**config.mk**
```make
export PLATFORM = sky130hd
export DESIGN_NAME = instr_fetch
export DESIGN_NICKNAME = d
export VERILOG_FILES = /design/src/rtl/instr_fetch.sv
export SDC_FILE = /design/constraint.sdc
export NUM_CORES = 1
export LEC_CHECK = 0
export BUFFER_PORTS_ARGS = -buffer_cell sky130_fd_sc_hd__buf_4
export CAP_MARGIN = 40
export CORE_MARGIN = 3
export CORE_UTILIZATION = 50
export CTS_BUF_LIST = sky130_fd_sc_hd__clkbuf_8 sky130_fd_sc_hd__clkbuf_16
export CTS_CLUSTER_SIZE = 40
export DETAILED_ROUTE_END_ITERATION = 10
export HOLD_SLACK_MARGIN = 0.1
export MAX_ROUTING_LAYER = met4
export PLACE_DENSITY = 0.79
export SYNTH_ARGS = -nofsm -noshare
export SYNTH_HDL_FRONTEND = slang
export SYNTH_SLANG_ARGS = --single-unit
```
**constraint.sdc**
```tcl
create_clock -name clk -period 5 [get_ports clk]
set_input_delay 1 -clock clk [delete_from_list [all_inputs] [get_ports clk]]
set_output_delay 1 -clock clk [all_outputs]
set_load 0.02 [all_outputs]
```
**src/rtl/instr_fetch.sv**
```systemverilog
// MIPS fetch stage: owns the PC, issues one word read at a time on a ready-based bus and
// holds each fetched instruction with its PC until downstream accepts or a flush redirects.
module instr_fetch #(
  parameter logic [31:0] PC_RESET = 32'h0000_0000
) (
  input  logic        clk,
  input  logic        rst_n,
  output logic        imem_req,
  output logic [31:0] imem_addr,
  input  logic [31:0] imem_rdata,
  input  logic        imem_ready,
  output logic [31:0] instr,
  output logic [5:0]  opcode,
  output logic [31:0] pc,
  output logic [31:0] pc_plus4,
  output logic        out_valid,
  input  logic        out_ready,
  input  logic        branch,
  input  logic        zero,
  input  logic        jump,
  input  logic        flush,
  input  logic [31:0] flush_target
);

  typedef enum logic [1:0] {
    StIdle,
    StFetch,
    StHold,
    StDrain
  } state_e;

  state_e      state_q;
  logic [31:0] pc_reg_q;
  logic [31:0] pc_pend_q;
  logic [31:0] instr_q;
  logic [31:0] pc_q;
  logic        out_valid_q;
  logic        imem_req_q;

  logic [31:0] flush_pc;
  logic [31:0] branch_off;
  logic [31:0] next_pc;

  assign flush_pc   = {flush_target[31:2], 2'b00};
  assign pc_plus4   = pc_q + 32'd4;
  assign branch_off = {{14{instr_q[15]}}, instr_q[15:0], 2'b00};

  assign imem_req   = imem_req_q;
  assign imem_addr  = {pc_reg_q[31:2], 2'b00};
  assign instr      = instr_q;
  assign opcode     = instr_q[31:26];
  assign pc         = pc_q;
  assign out_valid  = out_valid_q;

  // Jump wins over a taken branch; both are relative to the held instruction.
  always_comb begin
    next_pc = pc_plus4;
    if (jump) begin
      next_pc = {pc_plus4[31:28], instr_q[25:0], 2'b00};
    end else if (branch && zero) begin
      next_pc = pc_plus4 + branch_off;
    end
  end

  always_ff @(posedge clk or negedge rst_n) begin
    if (!rst_n) begin
      state_q     <= StIdle;
      pc_reg_q    <= PC_RESET;
      pc_pend_q   <= PC_RESET;
      instr_q     <= 32'h0;
      pc_q        <= PC_RESET;
      out_valid_q <= 1'b0;
      imem_req_q  <= 1'b0;
    end else begin
      case (state_q)
        StIdle: begin
          if (flush) begin
            pc_reg_q <= flush_pc;
          end
          imem_req_q <= 1'b1;
          state_q    <= StFetch;
        end

        StFetch: begin
          if (flush) begin
            if (imem_ready) begin
              pc_reg_q <= flush_pc;
            end else begin
              // The request cannot be withdrawn: park the redirect until it completes.
              pc_pend_q <= flush_pc;
              state_q   <= StDrain;
            end
          end else if (imem_ready) begin
            instr_q     <= imem_rdata;
            pc_q        <= imem_addr;
            out_valid_q <= 1'b1;
            imem_req_q  <= 1'b0;
            state_q     <= StHold;
          end
        end

        StDrain: begin
          if (imem_ready) begin
            pc_reg_q <= flush ? flush_pc : pc_pend_q;
            state_q  <= StFetch;
          end else if (flush) begin
            pc_pend_q <= flush_pc;
          end
        end

        StHold: begin
          if (flush) begin
            out_valid_q <= 1'b0;
            pc_reg_q    <= flush_pc;
            imem_req_q  <= 1'b1;
            state_q     <= StFetch;
          end else if (out_ready) begin
            out_valid_q <= 1'b0;
            pc_reg_q    <= next_pc;
            imem_req_q  <= 1'b1;
            state_q     <= StFetch;
          end
        end

        default: begin
          state_q    <= StIdle;
          imem_req_q <= 1'b0;
        end
      endcase
    end
  end

endmodule

```
; Word level (Yosys, flattened, before mapping)
; Cells that the tools add are included.
[classes]
n_addsub = 2
n_eq_ne = 13
muxes = 31
bitwise = 1
reduce_logical = 11
[op_table]
columns = operator, n
row1 = two-way mux 32 bit, 12
row2 = case mux 32 bit (4 select lines), 1
row3 = case mux 32 bit (2 select lines), 1
row4 = adder 32 x 3 -> 32 bit (second input constant), 1
row5 = adder 32 bit, 1
row6 = AND reduction 4 bit, 4
row7 = != test 2 bit (second input constant), 7
row8 = two-way mux 2 bit, 6
row9 = != test 3 bit (second input constant), 3
row10 = two-way mux 1 bit, 8
row11 = case mux 2 bit (4 select lines), 1
row12 = AND reduction 5 bit, 1
row13 = equality test 2 bit (second input constant), 2
row14 = nonzero test 2 bit, 2
row15 = case mux 1 bit (3 select lines), 1
row16 = AND reduction 3 bit, 1
row17 = nonzero test 3 bit, 1
row18 = equality test 2 x 1 -> 1 bit (second input constant), 1
row19 = logical NOT 2 bit, 1
row20 = case mux 1 bit (2 select lines), 1
row21 = logical AND 1 bit, 1
row22 = NOT 1 bit, 1
[totals]
reg_bits = 130
in_bits = 72

; Longest topological paths before layout
; Gate-level depths: netlist of run 1.
[logic_depth]
word_depth = 7
depth_mapped = 15
ltp_nobuf = 15

; Least setup slack after synthesis of run 1
; OpenSTA, ideal clock, no wires.
[synth_timing]
path_type = register -> register
start = register pc_q[9] (netlist: pc[9])
end = register pc_reg_q[28]
arrival_time_ns = 3.906
required_ns = 4.882
setup_slack_ns = 0.976
stages_incl_launch_ff = 15
n_path_buf = 1
cell_sequence = dfrtp_1 nand4_4 nor4_4 nand3_1 xnor2_1 ha_1 buf_2 a21oi_1 o211ai_1 a221o_1 or3_1 o22ai_2 o211ai_1 mux2i_1 a21o_1
[synth_between]
elab_chain_cells = 7
[synth_rtl]
columns = item, line_no
row1 = from (decl), 36  ; logic [31:0] pc_q;
row2 = from (signal assigned), 95  ; pc_q <= imem_addr;
row3 = adder 32 x 3 -> 32 bit, 45  ; assign pc_plus4 = pc_q + 32'd4;
row4 = via pc_plus4[17], 15  ; output logic [31:0] pc_plus4,
row5 = adder 32 bit, 61  ; next_pc = pc_plus4 + branch_off;
row6 = two-way mux 32 bit, 60  ; end else if (branch && zero) begin
row7 = two-way mux 32 bit, 58  ; if (jump) begin
row8 = two-way mux 32 bit, 117  ; end else if (out_ready) begin
row9 = two-way mux 32 bit, 112  ; if (flush) begin
row10 = case mux 32 bit (4 select lines), 75  ; case (state_q)
row11 = to (signal assigned), 78  ; pc_reg_q <= flush_pc;
row12 = to (signal assigned), 114  ; pc_reg_q <= flush_pc;
row13 = to (signal assigned), 119  ; pc_reg_q <= next_pc;
row14 = to (decl), 33  ; logic [31:0] pc_reg_q;
; The timed path passes the listed nets, and every way through them passes these cells. The select of a mux whose other input is x is not followed.
; A chain may end at the register's enable or synchronous reset.

; Final worst setup path of run 1
[layout_timing]
start = register pc_q[4] (netlist: pc[4])
end = register pc_reg_q[26]
[layout_between]
elab_chain_cells = 7
[layout_rtl]
columns = item, line_no
row1 = adder 32 x 3 -> 32 bit (*), 45
row2 = adder 32 bit, 61
row3 = two-way mux 32 bit (*), 60
row4 = two-way mux 32 bit (*), 58
row5 = two-way mux 32 bit (*), 117
row6 = two-way mux 32 bit (*), 112
row7 = case mux 32 bit (4 select lines) (*), 75
; Mark *: on every way between the ends. The rest lies on a longest branch, timed or not. The select of a mux whose other input is x is not followed.

==> results_dict.tcl, run 1 <==
set metrics [dict create \
    layout-drive-gt1-share_pct 32.4 \
    path_class "register to register" \
    worstSetupStartpoint "pc[4]" \
    portBuffers 199 \
    finalHoldViolations 0 \
    tritoncts "done" \
    dieWidth_um 134 \
    grt_usage_pct 30.0 \
    gp_congestion 0.922 \
    endpoint "pc_reg_q[26]" \
    clkTransAtPathRegs_ns 0.06 \
    relSlewSlack_pct 38.7 \
    first_iter_violations 872 \
    cellPowerDensity_mw_per_mm2 668 \
    ant_nets 0 \
    fillCellCount 1290 \
    setup_viol 0 \
    totalWireLength_um 26800 \
    final.setup.tns_ns 0 \
    avgSynthCellArea_um2 9.37 \
    r2r_setup_slack_ns 0.47 \
    post_cts_buffers 0 \
    wl_per_cell_um 20.8 \
    core_area_mm2 0.0160 \
    ys_types 67 \
    rows 46 \
    initial_core_util_pct 51.4 \
    required_ns 5.30 \
    synth-edff-count 0 \
    drc 0 \
    rsz0062_at_grt "no" \
    crit_slowest_cell "nor4_2" \
    fin_util_pct 65.4 \
    cts-resized-gates 0 \
    period_share_pct 90.5 \
    final-max-slew-violation-count 0 \
    p_leak_nw 4.72 \
    max_freq_mhz 221 \
    numCtsBuffers 17 \
    ios 208 \
    dominantRegCellSynth "dfrtp_1" \
    hp-class "register to register" \
    dr.pass1.iters 5 \
    worstHoldStart "pc_pend_q[25]" \
    cts_max_level 4 \
    seq_area_frac_synth_pct 38.4 \
    reg2reg_from "pc[4]" \
    syn_area_mm2 0.00822 \
    rr_worst_depth 12 \
    n_antenna_cell 0 \
    grt_max_degree 59 \
    dieArea_mm2 0.0180 \
    layout.nets 1165 \
    path_max_fanout 11 \
    r2r_end "pc_reg_q[26]" \
    synth_seq_cells 126 \
    hold-worst-slack_ns 0.504 \
    endpoint_kind "register" \
    max_cap_viol_count 0 \
    root_buffer "clkbuf_16" \
    synth_cells 877 \
    cp_slowest_stage_delay_ns 0.55 \
    dp_hpwl_um 19900 \
    areaGrowthSynthToFinish_pct 27.4 \
    ir_drop_mv 0.315 \
    cts-hold-fix-buffers 0 \
    finClkSkew_ns 0.00562 \
    path_cells "nand4_2 > nor4_2 > nand4_1 > xnor2_1 > ha_1 > nand4_1 > or3_1 > a2111oi_2 > o22ai_2 > o21ai_0 > o41ai_1 > o41ai_1" \
    avgViaCountPerCell 6.07 \
    die_y_um 134 \
    arrival_ns 4.82 \
    yosysWarningCount 0 \
    status "complete, no violations" \
    synth-async-reset-ratio_pct 100 \
    antenna_found_initial 0 \
    grt_pass1_vias 7122 \
    tightest_slew_ns 0.919 \
    clock_latency_ns 0.42 \
    grt_pass1_wl_um 41000 \
    clkSinkCount 126 \
    start_kind "register" \
    cts_buffer_depth 2 \
    grt-ovfl-total 0 \
    vias 7805 \
    period_needed_ns 4.53 \
]
[metrics by stage]
stage	total power (W)	worst slack, ns	cells	instance area [um^2]
after detailed placement	0.00563	0.595	1254	9870
after global routing	0.00739	0.0379	1286	10500
after floorplan	0.00422	0.976	882	8240
final	0.00699	0.475	1286	10500
after global placement	0.00558	0.675	1253	9860
after CTS	0.00693	0.502	1286	10500
[final cells by class]
class	instances	area [um^2]	area share [%]
clock buffers	21	480	4.59
clock inverters	11	115	1.10
inverters	20	75.1	0.717
multi-input cells	678	4750	45.4
flip-flops and latches	126	3150	30.1
well taps	216	270	2.58
repair buffers	214	1620	15.5
[routing by layer]
metal,vias up,global-route usage [%],share of wire (%)
met4,0,8.54,2.6
li1,3587,-,-
met2,385,43.1,45
met3,43,5.96,9.0
met5,-,-,0
met1,3790,43.4,43
[state kept, by name, indices dropped and copies added (netlist names)]
register and count:
pc_pend_q 30, pc 30, instr 32, pc_reg_q 30, imem_req 1, out_valid 1
state_q 2
[critical path: cells and delay by family, from the launching register on]
| kind | cells | cell delay (ns) |
|---|---|---|
| simple gates | 5 | 1.70 |
| fa+ha+maj | 1 | 0.38 |
| compound gates | 5 | 1.46 |
| flops | 1 | 0.46 |
| xor+xnor | 1 | 0.40 |
[how the worst min path moves through the flow]
stage,slack [ns],to,cells after the start
2_1_floorplan,0.45,pc_pend_q[29],2
3_3_place_gp,0.47,pc_pend_q[29],2
3_5_place_dp,0.49,pc_pend_q[29],2
4_1_cts,0.50,pc_pend_q[29],2
5_1_grt,0.51,pc_pend_q[9],1
6_report,0.50,pc_pend_q[25],1
[where the power goes]
group	internal (W)	switching [W]	leakage, nW
sequential	0.00134	0.000440	1.49
combinational	0.00163	0.00232	2.92
clock	0.000784	0.000480	0.304
[logic make-up (layout without fill, tap and decap cells)]
logic type                 after synthesis  in the layout  synth area share [%]
muxes                                   91             91                  12.6
and+or+nand+nor                        259            259                  15.3
adders and majority gates               36             36                  5.57
xor gates and xnor gates                43             43                  4.67
AOI/OAI and AO/OA                      243            243                  19.3
buffers and inverters                   78            266                  4.17
DFF                                    126            126                  38.4
other                                    1              6                0.0456
[synthesized netlist by cell type, types with 9 or more instances]
cell / count / area share [%]
nand3_1: 30 / 1.8
clkbuf_1: 37 / 1.7
nand4_1: 13 / 0.99
o211ai_1: 18 / 1.6
nor3_1: 19 / 1.2
a211oi_1: 9 / 0.82
ha_1: 35 / 5.3
a31oi_1: 12 / 0.91
a21o_1: 14 / 1.3
inv_1: 19 / 0.87
nor2_1: 52 / 2.4
o21ai_0: 64 / 3.9
xor2_1: 14 / 1.5
mux2_2: 87 / 12
dfrtp_1: 126 / 38
buf_4: 12 / 1.1
xnor2_1: 28 / 3.0
nand2_1: 91 / 4.2
a21oi_1: 57 / 3.5
or3_1: 12 / 0.91
o21a_1: 12 / 1.1
[placed cells by master (no fill, tap or decap), types with 28 or more instances in the layout]
cell type | Yosys | routed
nand3_1 | 30 | 30
nor2_1 | 52 | 52
o21ai_0 | 64 | 64
ha_1 | 35 | 35
nand2_1 | 91 | 91
buf_4 | 12 | 213
mux2_2 | 87 | 87
xnor2_1 | 28 | 28
a21oi_1 | 57 | 57
dfrtp_1 | 126 | 126
Power figures use the tool's default switching activity.
==> run 2, diff against run 1 <==
--- a/config.mk
+++ b/config.mk
@@ -8,13 +8,13 @@
 export BUFFER_PORTS_ARGS = -buffer_cell sky130_fd_sc_hd__buf_4
 export CAP_MARGIN = 40
 export CORE_MARGIN = 3
-export CORE_UTILIZATION = 50
+export CORE_UTILIZATION = 48
 export CTS_BUF_LIST = sky130_fd_sc_hd__clkbuf_8 sky130_fd_sc_hd__clkbuf_16
 export CTS_CLUSTER_SIZE = 40
 export DETAILED_ROUTE_END_ITERATION = 10
 export HOLD_SLACK_MARGIN = 0.1
 export MAX_ROUTING_LAYER = met4
-export PLACE_DENSITY = 0.79
+export PLACE_DENSITY = 0.76
 export SYNTH_ARGS = -nofsm -noshare
 export SYNTH_HDL_FRONTEND = slang
 export SYNTH_SLANG_ARGS = --single-unit
==> constraint.sdc (replaced) <==
create_clock -name clk -period 5 [get_ports clk]
set_input_delay 0.5 -clock clk [delete_from_list [all_inputs] [get_ports clk]]
set_output_delay 0.5 -clock clk [all_outputs]
set_load 0.02 [all_outputs]
==> run 2 against run 1 <==
  * Count of clock-buffer cells in the layout fell by 1
  * Sequential cell count stayed put
  * Combinational power decreased by 1%
  * Clock skew increased by 0.0033 ns
  * Setup slack lost 0.023 ns
  * Sequential share of layout area hardly changed
  * Total power about the same
  * Design area grew 0.11%
  * First-iteration DRC count rose by 22%
  * Fmax shrank 0.51%
  * Final cell count about the same
  * Critical path type unchanged
  * Critical endpoint unchanged
==> results_dict.tcl, run 2 (same netlist as run 1, synthesis figures left out) <==
set metrics [dict create \
    largest_register_ffs 32 \
    max_cap_viol_count 0 \
    relSlewSlack_pct 41.2 \
    max_freq_mhz 220 \
    arrival_ns 4.83 \
    tightest_slew_ns 0.882 \
    portBuffers 199 \
    core_area_mm2 0.0166 \
    hp-class "input port to register" \
    status "complete, no violations" \
    totalWireLength_um 26700 \
    final-max-slew-violation-count 0 \
    path_cells "nand4_2 > nor4_2 > nand4_1 > xnor2_1 > ha_1 > nand4_1 > or3_1 > a2111oi_2 > o22ai_2 > o41ai_1 > o41ai_1" \
    avgViaCountPerCell 6.13 \
    power.internal_w 0.00377 \
    cts_max_level 4 \
    finClkSkew_ns 0.00895 \
    cellPowerDensity_mw_per_mm2 667 \
    areaGrowthSynthToFinish_pct 27.5 \
    drc 0 \
    first_iter_violations 1061 \
    grt_pass1_vias 7323 \
    p_sw_w 0.00321 \
    p_leak_nw 4.71 \
    rsz0062_at_grt "no" \
    dp_hpwl_um 19700 \
    required_ns 5.28 \
    rows 47 \
    antenna_found_initial 0 \
    grt_pass1_wl_um 41200 \
    dr.pass1.iters 6 \
    cts_buffer_depth 2 \
    path_max_fanout 11 \
    cts-hold-fix-buffers 1 \
    layout-drive-gt1-share_pct 32.1 \
    tritoncts "done" \
    place_ws_ns 0.611 \
    die_y_um 137 \
    initial_core_util_pct 49.4 \
    wl_per_cell_um 20.8 \
    dieArea_mm2 0.0187 \
    vias 7890 \
    p_total_w 0.00699 \
    n_antenna_cell 0 \
    clkTransAtPathRegs_ns 0.06 \
    grt_max_degree 80 \
    layout_common_cells "208 x buf_4, 126 x dfrtp_1, 91 x nand2_1" \
    path_class "register to register" \
    grt_usage_pct 29.3 \
    grt-ovfl-total 0 \
    post_cts_buffers 0 \
    clock_latency_ns 0.42 \
    ios 208 \
    crit_slowest_cell "nor4_2" \
    hold-worst-slack_ns 0.290 \
    period_share_pct 91.0 \
    period_needed_ns 4.55 \
    gp_congestion 0.962 \
    start_kind "register" \
    dieWidth_um 137 \
    final.setup.tns_ns 0 \
    numCtsBuffers 17 \
    comb_power_share_pct 55.8 \
    setup_slack_ns 0.452 \
    fin_util_pct 63.0 \
    endpoint_kind "register" \
    power_frac_seq_pct 25.7 \
    setup_viol 0 \
    ant_nets 0 \
    final_common_cell "buf_4" \
    layout.nets 1162 \
    cts-resized-gates 0 \
    clkPwrFrac_pct 18.5 \
    fillCellCount 1401 \
    switching_share_pct 46.0 \
    finalHoldViolations 0 \
    root_buffer "clkbuf_16" \
    ir_drop_mv 0.327 \
    cp_slowest_stage_delay_ns 0.65 \
    clkSinkCount 126 \
]
run 2: cell count changes in the layout (fill, tap and decap cells not counted), sizes merged:
cell | previous run | this run
clkbuf | 21 | 20
dlygate4sd3 | 0 | 1
buf | 214 | 210
inv | 24 | 23
bufinv | 2 | 3
clkinvlp | 1 | 2
run 2: layout make-up:
| type | count | area (um^2) | share of cell area, % |
|---|---|---|---|
| clock buffers | 20 | 467 | 4.45 |
| clock inverters | 12 | 144 | 1.37 |
| inverters | 20 | 75.1 | 0.716 |
| multi-input cells | 678 | 4750 | 45.4 |
| flip-flops and latches | 126 | 3150 | 30.1 |
| well taps | 220 | 275 | 2.63 |
| repair buffers | 211 | 1610 | 15.4 |
run 2: metrics by stage:
stage / instance area, um^2 / std cells
2_1_floorplan: 8240 / 882
3_3_place_gp: 9830 / 1253
3_5_place_dp: 9860 / 1254
4_1_cts: 10500 / 1287
5_1_grt: 10500 / 1287
6_report: 10500 / 1287
run 2: worst paths after layout:
kind / startpoint / to / slack, ns / cells after the start
setup reg to reg: pc[5] / pc_reg_q[26] / 0.45 / 11
hold reg to reg: pc_pend_q[29] / pc_pend_q[29] / 0.49 / 2
hold / removal: imem_rdata[1] / instr[1] / 0.29 / 3
min in group asynchronous: rst_n / pc[28] / 0.48 / 2
max in group asynchronous: rst_n / pc_pend_q[27] / 3.47 / 4
setup / recovery: pc[5] / pc_reg_q[26] / 0.45 / 11
run 2: power groups by stage:
stage                     sequential (W)  combinational, W  clock [W]
after global routing             0.00184           0.00420    0.00135
final                            0.00180           0.00390    0.00129
after global placement           0.00177           0.00376          0
after detailed placement         0.00179           0.00381          0
after CTS                        0.00178           0.00384    0.00130
after floorplan                  0.00199           0.00223          0
run 2: metal layers:
metal | up-vias | wire (um) | part of all wire [%] | GRT usage, %
met5 | - | 0 | 0 | -
met1 | 3816 | 11700 | 44 | 42.4
met3 | 74 | 2260 | 8.5 | 4.56
met2 | 410 | 11800 | 44 | 41.8
met4 | 0 | 966 | 3.6 | 10.4
li1 | 3590 | - | - | -
run 2: critical path, delay by kind of cell (launching register included):
family | cells | cell delay (ns)
flops | 1 | 0.47
compound gates | 4 | 1.39
xor+xnor | 1 | 0.22
fa+ha+maj | 1 | 0.51
simple gates | 5 | 1.82
==> run 3, diff against run 2 <==
--- a/config.mk
+++ b/config.mk
@@ -8,13 +8,13 @@
 export BUFFER_PORTS_ARGS = -buffer_cell sky130_fd_sc_hd__buf_4
 export CAP_MARGIN = 40
 export CORE_MARGIN = 3
-export CORE_UTILIZATION = 48
+export CORE_UTILIZATION = 54
 export CTS_BUF_LIST = sky130_fd_sc_hd__clkbuf_8 sky130_fd_sc_hd__clkbuf_16
 export CTS_CLUSTER_SIZE = 40
 export DETAILED_ROUTE_END_ITERATION = 10
 export HOLD_SLACK_MARGIN = 0.1
 export MAX_ROUTING_LAYER = met4
-export PLACE_DENSITY = 0.76
+export PLACE_DENSITY = 0.83
 export SYNTH_ARGS = -nofsm -noshare
 export SYNTH_HDL_FRONTEND = slang
 export SYNTH_SLANG_ARGS = --single-unit
==> run 3 against run 2 <==
  * Combinational power hardly changed
  * Total power about the same
  * Setup slack improved by 0.12 ns
  * Hold slack got worse by 0.18 ns
  * First-iteration DRC count rose by 10%
  * Sequential cell count unchanged
  * Final cell count shrank 2.6%
  * Clock skew about the same
  * Design area down 0.51%
  * Non-clock buffer count grew 4
==> results_dict.tcl, run 3 (same netlist as run 1, synthesis figures left out) <==
set metrics [dict create \
    routed-wl-met3_um 2770 \
    layout-drive-gt1-share_pct 32.6 \
    wl_per_cell_um 21.5 \
    grt_max_degree 51 \
    period_needed_ns 4.43 \
    cts-hold-fix-buffers 0 \
    start_kind "register" \
    rsz0062_at_grt "no" \
    max_cap_viol_count 0 \
    crit_top_cell "o41ai_1" \
    n_antenna_cell 0 \
    final-max-slew-violation-count 0 \
    grt-ovfl-total 0 \
    areaGrowthSynthToFinish_pct 26.9 \
    r2r_end "pc_reg_q[26]" \
    power.internal_w 0.00374 \
    critical_path.top_delay_family "simple AND/OR/NAND/NOR gates" \
    setup_viol 0 \
    switching_share_pct 46.4 \
    clkPwrFrac_pct 18.1 \
    p_sw_w 0.00324 \
    path_max_fanout 8 \
    portBuffers 199 \
    die_y_um 129 \
    numCtsBuffers 17 \
    clock_latency_ns 0.42 \
    dr_wl_met2_um 12100 \
    cts-resized-gates 0 \
    first_iter_violations 1171 \
    rr_worst_depth 11 \
    layout.nets 1166 \
    vias 8037 \
    gp_congestion 0.983 \
    grt_usage_pct 32.9 \
    clkTransAtPathRegs_ns 0.06 \
    totalWireLength_um 27000 \
    finClkSkew_ns 0.00866 \
    grt_pass1_wl_um 41200 \
    endpoint_kind "register" \
    cts_max_level 4 \
    arrival_ns 4.70 \
    avgViaCountPerCell 6.41 \
    period_share_pct 88.6 \
    layout_common_cells "215 x buf_4, 126 x dfrtp_1, 91 x nand2_1" \
    root_buffer "clkbuf_16" \
    path_cells "nand4_2 > nor4_4 > nand3_1 > xnor2_1 > ha_1 > nand4_1 > or3_1 > a2111oi_2 > o22ai_2 > o41ai_1 > o41ai_1" \
    cellPowerDensity_mw_per_mm2 670 \
    finalHoldViolations 0 \
    comb_power_share_pct 56.2 \
    reg2reg_from "pc[4]" \
    hold-worst-slack_ns 0.111 \
    grt_pass1_vias 7277 \
    initial_core_util_pct 55.9 \
    fillCellCount 1127 \
    path_class "register to register" \
    largest_register_ffs 32 \
    core_area_mm2 0.0147 \
    ios 208 \
    final_common_cell "buf_4" \
    relSlewSlack_pct 37.9 \
    hp-class "input port to async pin" \
    r2r_setup_slack_ns 0.57 \
    antenna_found_initial 0 \
    p_leak_nw 4.71 \
    status "complete, no violations" \
    clkSinkCount 126 \
    max_freq_mhz 226 \
    required_ns 5.27 \
    rows 44 \
    dp_hpwl_um 19800 \
    ir_drop_mv 0.323 \
    drt-met1-wl_um 11500 \
    crit_buf_inv 0 \
    cp_slowest_stage_delay_ns 0.70 \
    dieArea_mm2 0.0167 \
    dr.pass1.iters 5 \
    final.setup.tns_ns 0 \
    post_cts_buffers 0 \
    drc 0 \
    tritoncts "done" \
    ant_nets 0 \
    crit_slowest_cell "o41ai_1" \
    power_frac_seq_pct 25.7 \
    dieWidth_um 129 \
    highest_layer "met4" \
    cts_buffer_depth 2 \
    tightest_slew_ns 0.931 \
]
-- run 3: changes by cell type in the layout (fill, tap and decap cells not counted) --
| cell | change |
|---|---|
| buf_16 | -1 |
| buf_4 | +7 |
| buf_6 | -1 |
| bufinv_16 | -1 |
| clkinv_2 | -2 |
| dlygate4sd3_1 | -1 |
| inv_1 | -2 |
| inv_6 | +4 |
-- run 3: worst max path at each step --
stage          start      endpoint  slack (ns)  depth (start not counted)
2_1_floorplan  pc[9]  pc_reg_q[28]        0.98                         14
3_3_place_gp   pc[2]  pc_reg_q[26]        0.82                         13
3_5_place_dp   pc[4]  pc_reg_q[26]        0.70                         11
4_1_cts        pc[4]  pc_reg_q[26]        0.64                         11
5_1_grt        pc[4]  pc_reg_q[26]        0.35                         11
6_report       pc[4]  pc_reg_q[26]        0.57                         11
-- run 3: area by class of cell --
| class | instances | area (um^2) | area share [%] |
|---|---|---|---|
| Clock inverter | 11 | 131 | 1.26 |
| Multi-Input combinational cell | 678 | 4750 | 45.6 |
| Clock buffer | 20 | 467 | 4.48 |
| Inverter | 20 | 75.1 | 0.720 |
| Sequential cell | 126 | 3150 | 30.2 |
| Timing Repair Buffer | 215 | 1610 | 15.5 |
| Tap cell | 184 | 230 | 2.21 |
-- run 3: power groups by stage --
stage | Clock (W) | Combinational (W) | Sequential [W]
final | 0.00127 | 0.00393 | 0.00180
after global routing | 0.00132 | 0.00420 | 0.00183
after CTS | 0.00127 | 0.00386 | 0.00178
after detailed placement | 0 | 0.00383 | 0.00179
after global placement | 0 | 0.00378 | 0.00177
after floorplan | 0 | 0.00223 | 0.00199
-- run 3: through the flow --
| step | util, % | total power, W | setup slack (ns) | instances | area (um^2) |
|---|---|---|---|---|---|
| final | 70.9 | 0.00699 | 0.568 | 1254 | 10400 |
| after global routing | 70.9 | 0.00735 | 0.354 | 1254 | 10400 |
| after CTS | 70.9 | 0.00691 | 0.644 | 1254 | 10400 |
| after detailed placement | 66.9 | 0.00561 | 0.698 | 1223 | 9830 |
| after global placement | 66.9 | 0.00555 | 0.820 | 1223 | 9830 |
| after floorplan | - | 0.00422 | 0.976 | 882 | 8240 |
-- run 3: routing by layer --
metal | up-vias | track usage [%]
li1 | 3596 | -
met3 | 57 | 5.89
met5 | - | -
met1 | 3859 | 47.8
met2 | 525 | 46.6
met4 | 0 | 11.2
